**config.mk**
```make
export PLATFORM = sky130hd
export DESIGN_NAME = sar_result_buffer
export DESIGN_NICKNAME = d
export VERILOG_FILES = /design/src/rtl/sar_pkg.sv /design/src/rtl/sar_sync_fifo.sv /design/src/rtl/sar_result_buffer.sv
export SDC_FILE = /design/constraint.sdc
export NUM_CORES = 1
export LEC_CHECK = 0
export CORE_MARGIN = 2
export CORE_UTILIZATION = 55
export DETAILED_ROUTE_END_ITERATION = 8
export GPL_ROUTABILITY_DRIVEN = 0
export HOLD_SLACK_MARGIN = 0.05
export PLACE_DENSITY = 0.79
export SLEW_MARGIN = 10
export SYNTH_ARGS = -nofsm -noshare
export SYNTH_HDL_FRONTEND = slang
export SYNTH_SLANG_ARGS = --single-unit
```
**constraint.sdc**
```tcl
create_clock -name clk -period 2.6 [get_ports clk]
set_input_delay 0.52 -clock clk [delete_from_list [all_inputs] [get_ports clk]]
set_output_delay 0.52 -clock clk [all_outputs]
set_load 0.05 [all_outputs]
```
**src/rtl/sar_pkg.sv**
```systemverilog
// Shared SAR result types, used by the SAR logic, the result buffer and the readout.
package sar_pkg;

  localparam int SAR_W = 10;

  typedef logic [SAR_W-1:0] sar_word_t;

  localparam int DEF_DEPTH    = 4;
  localparam int DEF_AVG_LOG2 = 2;

  // Width of a 0..depth occupancy count.
  function automatic int count_w(input int depth);
    return $clog2(depth) + 1;
  endfunction

endpackage

```
**src/rtl/sar_sync_fifo.sv**
```systemverilog
// First-word-fall-through FIFO: head word is visible the cycle after it is pushed.
// A push while full is accepted only together with a pop; otherwise the caller sees it dropped.
module sar_sync_fifo #(
  parameter int WIDTH = 10,
  parameter int DEPTH = 4
) (
  input  logic                   clk,
  input  logic                   rst,
  input  logic                   push,
  input  logic [WIDTH-1:0]       push_data,
  input  logic                   pop,
  input  logic                   flush,
  output logic [WIDTH-1:0]       head_data,
  output logic [$clog2(DEPTH):0] count,
  output logic                   full,
  output logic                   empty
);

  localparam int AW = $clog2(DEPTH);
  localparam int CW = AW + 1;

  logic [WIDTH-1:0] mem [DEPTH];
  logic [AW-1:0]    wr_ptr;
  logic [AW-1:0]    rd_ptr;
  logic             do_push;
  logic             do_pop;

  assign full    = (count == CW'(DEPTH));
  assign empty   = (count == '0);
  assign do_pop  = pop & ~empty;
  assign do_push = push & (~full | do_pop);

  // Head reads as zero while empty so reset and flushed states present a clean bus.
  assign head_data = empty ? '0 : mem[rd_ptr];

  always_ff @(posedge clk) begin
    if (do_push && !flush) begin
      mem[wr_ptr] <= push_data;
    end
  end

  always_ff @(posedge clk or posedge rst) begin
    if (rst) begin
      wr_ptr <= '0;
      rd_ptr <= '0;
      count  <= '0;
    end else if (flush) begin
      wr_ptr <= '0;
      rd_ptr <= '0;
      count  <= '0;
    end else begin
      if (do_push) begin
        wr_ptr <= wr_ptr + AW'(1);
      end
      if (do_pop) begin
        rd_ptr <= rd_ptr + AW'(1);
      end
      case ({do_push, do_pop})
        2'b10:   count <= count + CW'(1);
        2'b01:   count <= count - CW'(1);
        default: count <= count;
      endcase
    end
  end

endmodule

```
**src/rtl/sar_result_buffer.sv**
```systemverilog
// SAR result capture (+ optional 2^AVG_LOG2 averaging under SAR_RESULT_AVG_EN) into a FWFT queue; eoc-to-out_valid 2 cycles.
// Backpressure via out_valid/out_ready; a word arriving at a full queue with no pop is dropped and sets sticky overflow.
module sar_result_buffer
  import sar_pkg::*;
#(
  parameter int DEPTH    = DEF_DEPTH,
  parameter int AVG_LOG2 = DEF_AVG_LOG2
) (
  input  logic                   clk,
  input  logic                   rst,
  input  logic [SAR_W-1:0]       sar,
  input  logic                   eoc,
  input  logic                   flush,
  output logic [SAR_W-1:0]       out_data,
  output logic                   out_valid,
  input  logic                   out_ready,
  output logic [$clog2(DEPTH):0] fifo_count,
  output logic                   overflow,
  input  logic                   clr_ovf
);

  if (DEPTH < 2 || (DEPTH & (DEPTH - 1)) != 0) begin : g_bad_depth
    $error("sar_result_buffer: DEPTH must be a power of two >= 2");
  end
  if (AVG_LOG2 < 1 || AVG_LOG2 > 4) begin : g_bad_avg_log2
    $error("sar_result_buffer: AVG_LOG2 must be in 1..4");
  end

  logic      eoc_q;
  logic      cap_vld;
  sar_word_t cap_data;
  logic      push_vld;
  sar_word_t push_word;
  logic      pop;
  logic      full;
  logic      empty;
  logic      drop;

  // Rising-edge capture: a long eoc pulse yields a single sample.
  always_ff @(posedge clk or posedge rst) begin
    if (rst) begin
      eoc_q    <= 1'b0;
      cap_vld  <= 1'b0;
      cap_data <= '0;
    end else begin
      eoc_q   <= eoc;
      cap_vld <= eoc & ~eoc_q & ~flush;
      if (eoc && !eoc_q) begin
        cap_data <= sar;
      end
    end
  end

`ifdef SAR_RESULT_AVG_EN
  localparam int ACC_W = SAR_W + AVG_LOG2;

  logic [ACC_W-1:0]    acc;
  logic [ACC_W-1:0]    acc_sum;
  logic [ACC_W-1:0]    acc_rnd;
  logic [AVG_LOG2-1:0] scnt;
  logic                last_sample;

  // The completing sample is summed and pushed in the same cycle to keep the 2-cycle latency.
  assign acc_sum     = acc + ACC_W'(cap_data);
  assign acc_rnd     = acc_sum + ACC_W'(1 << (AVG_LOG2 - 1));
  assign last_sample = (scnt == {AVG_LOG2{1'b1}});
  assign push_vld    = cap_vld & last_sample & ~flush;
  assign push_word   = acc_rnd[ACC_W-1:AVG_LOG2];

  always_ff @(posedge clk or posedge rst) begin
    if (rst) begin
      acc  <= '0;
      scnt <= '0;
    end else if (flush) begin
      acc  <= '0;
      scnt <= '0;
    end else if (cap_vld) begin
      scnt <= scnt + AVG_LOG2'(1);
      acc  <= last_sample ? '0 : acc_sum;
    end
  end
`else
  assign push_vld  = cap_vld & ~flush;
  assign push_word = cap_data;
`endif

  assign pop  = out_valid & out_ready;
  assign drop = push_vld & full & ~pop;

  sar_sync_fifo #(
    .WIDTH (SAR_W),
    .DEPTH (DEPTH)
  ) u_fifo (
    .clk       (clk),
    .rst       (rst),
    .push      (push_vld),
    .push_data (push_word),
    .pop       (pop),
    .flush     (flush),
    .head_data (out_data),
    .count     (fifo_count),
    .full      (full),
    .empty     (empty)
  );

  assign out_valid = ~empty;

  // A drop in the same cycle as clr_ovf must stay visible.
  always_ff @(posedge clk or posedge rst) begin
    if (rst) begin
      overflow <= 1'b0;
    end else if (drop) begin
      overflow <= 1'b1;
    end else if (clr_ovf) begin
      overflow <= 1'b0;
    end
  end

endmodule

```
==> impl_metrics.toml <==
[run_status]
outcome = "finished clean"

[sta]
fin_crit_sh_pct = 88.5
fin_crit_ns = 2.30
hold_viol_final = 0
setup_slack_ns = 0.298
slew_violations = 0
skew_ns = 0.00565
tns_ns = 0
setup_viol = 0
max_slew_margin_pct = 45.7
tightest_slew_ns = 0.813
timing.fmax_ghz = 0.434
rsz0062_at_grt = "false"

[routing]
dr_wl_met3_um = 264
vias_per_cell = 5.66
drc = 0
met1_length_um = 1710
via_count = 1420
top_layer = "met4"
drt-total-wl_um = 4450
ant_nets = 0
drt_iter0_markers = 121
wl_per_cell_um = 17.7
dr.pass1.iters = 4
met2RoutedLength_um = 2400

[cells_and_area]
drive_above_1_share_pct = 29.1
fin_nets = 215
stdcell_area_um2 = 3090
fill_cells = 269
area_growth_pct = 21.2
diodes = 0

[die]
io-pin-count = 31
row_count = 24
die_w_um = 72.1
core_area_um2 = 4410
start_util_pct = 57.8
fp.dieH_um = 72.1
die_area_um2 = 5200

[logic_synthesis]
synth_seq_cells = 60
synth_area_leader_cell = "edfxtp_1"
synthAdderAreaFrac_pct = 2.75
synth_area_leaders = "edfxtp_1, dfrtp_1, mux4_2"
synth_compound_area_share_pct = 4.66
synth-simple-area-share_pct = 8.00
ys_seq_area_share_pct = 66.7
synthMuxAreaShare_pct = 13.2
syn-cell-area_um2 = 2550
synth_top_family_by_area = "multiplexers"
synth_top_area_share_pct = 47.1
yosys_warnings = 0
syn_area_per_cell_um2 = 16.6
synth.distinct_cells = 37
synth_flop_cell = "edfxtp_1"
postSynthNetCount = 175
synth_xor_area_share_pct = 1.37
synthCells = 154
synth_edf_count = 40
async_flop_share_pct = 33.3

[critical_path]
r2r_setup_slack_ns = 0.31
r2r_cells = 6
critPathRequiredTime_ns = 2.08
crit_arrival_ns = 1.78
cp-end-kind = "output pin"
cp_max_fo = 12
critPathKind = "reg2out"
start_kind = "flop"
path_cells = "buf_4 > mux4_2 > nor2b_1 > buf_4"
cp_common_cell = "buf_4"
slowest_stage = "mux4_2"
critPathBufInv = 2
r2r_end = "u_fifo.count[2]"
cp_slowest_stage_delay_ns = 0.55
worst_path_dominant_cell_family = "multiplexers"
r2r-start = "u_fifo.count[2]"

[placed_design]
place_area_um2 = 2900
io_buffers = 30
dp_hpwl_um = 3050
pre_cts_ws_ns = 0.0256

[grt]
grt_pass1_wl_um = 6920
grtUsageTotal_pct = 19.1
grt_max_degree = 21
grt_pass1_vias = 1456
antenna_found_initial = 0
overflow = 0

[cts]
clock-sinks = 60
cts-root-buf = "clkbuf_8"
clkTransAtPathRegs_ns = 0.06
clkLatencyLatePin_ns = 0.34
post_cts_buffers = 0
numCtsBuffers = 9
clockBufferDepth = 2
cts.htree.levels = 3
ctsHoldBuffers = 0
cts_tree = "yes"
cts_resized = 0

[hold_path]
min_to = "u_fifo.mem[1][6]"
hold_start = "cap_data[6]"
min_path_type = "reg2reg"
holdPathStages = 0

[power_and_ir_drop]
pwr_density_cell_nw_per_um2 = 667
leakagePower_nw = 1.15
power.total_mw = 2.06
ir_drop_mv = 0.385

[job]
drv_cap = 0
## metrics by stage
| stage | cells | util, % | hold WS [ns] |
|---|---|---|---|
| 3_3_place_gp | 235 | 65.7 | 0.489 |
| 3_5_place_dp | 235 | 65.7 | 0.503 |
| 6_report | 251 | 70.0 | 0.509 |
| 5_1_grt | 251 | 70.0 | 0.545 |
| 2_1_floorplan | 154 | - | 0.472 |
| 4_1_cts | 251 | 70.0 | 0.516 |
## state kept, by name, indices dropped and copies added (netlist names)
name           cells
cap_data          10
cap_vld            1
eoc_q              1
overflow           1
u_fifo.count       3
u_fifo.mem        40
u_fifo.rd_ptr      2
u_fifo.wr_ptr      2
## metal layers
metal / global-route usage [%] / vias up
met4: 9.01 / 0
met2: 33.2 / 54
li1: - / 655
met5: 0 / -
met3: 7.50 / 8
met1: 20.3 / 703
## cells in the final DEF (no fill, tap or decap), types with 3 or more instances in the layout
master,synthesis,final
mux4_2,10,10
clkinv_1,0,3
mux2_2,10,10
xor2_1,3,3
nor2_1,3,3
edfxtp_1,40,40
buf_4,1,20
nor2b_1,13,13
clkbuf_8,0,10
ha_1,4,4
nand3_1,4,4
and2_1,4,4
dfrtp_1,20,20
clkdlybuf4s50_1,0,19
inv_1,7,7
## power by group
part / switching [mW] / internal [mW]
combinational: 0.0771 / 0.0785
sequential: 0.0344 / 1.07
clock: 0.342 / 0.456
## synth_stat cells, types with 2 or more instances
master	number
a21o_1	2
a21oi_1	2
and2_1	4
buf_2	6
clkbuf_1	2
dfrtp_1	20
edfxtp_1	40
ha_1	4
inv_1	7
mux2_2	10
mux4_2	10
nand3_1	4
nor2_1	3
nor2b_1	13
o2111ai_1	2
o22ai_1	2
xor2_1	3
## worst reg2reg max path: stages (launching register included)
cell and delay [ns]:
dfrtp_1 0.48, o31ai_1 0.38, nor2b_1 0.11, fa_1 0.41, or3b_2 0.48, a32oi_1 0.18, a31oi_1 0.12
## final cells by class
type	instances	area (um^2)	share of cell area (%)
clock inverters	6	53.8	1.74
inverters	7	26.3	0.850
flip-flops and latches	60	1700	55.1
multi-input cells	77	766	24.8
repair buffers	39	340	11.0
clock buffers	10	138	4.45
well taps	52	65.1	2.11
## cells by family after synthesis
group,count (synthesis)
AND/OR/NAND/NOR,32
buffers and inverters,17
adder cells (fa/ha/maj),5
AO/OA/AOI/OAI,16
XOR/XNOR,4
flip-flops,60
multiplexers,20
## worst max-delay path by stage
stage                startpoint         endpoint  cells after the start
2_1_floorplan   u_fifo.count[1]  u_fifo.count[2]                      7
3_3_place_gp              flush  u_fifo.count[2]                      7
3_5_place_dp              flush  u_fifo.count[2]                      7
4_1_cts        u_fifo.rd_ptr[0]      out_data[4]                      4
5_1_grt        u_fifo.rd_ptr[0]      out_data[4]                      4
6_report       u_fifo.rd_ptr[0]      out_data[4]                      4
Power figures use the tool's default switching activity.
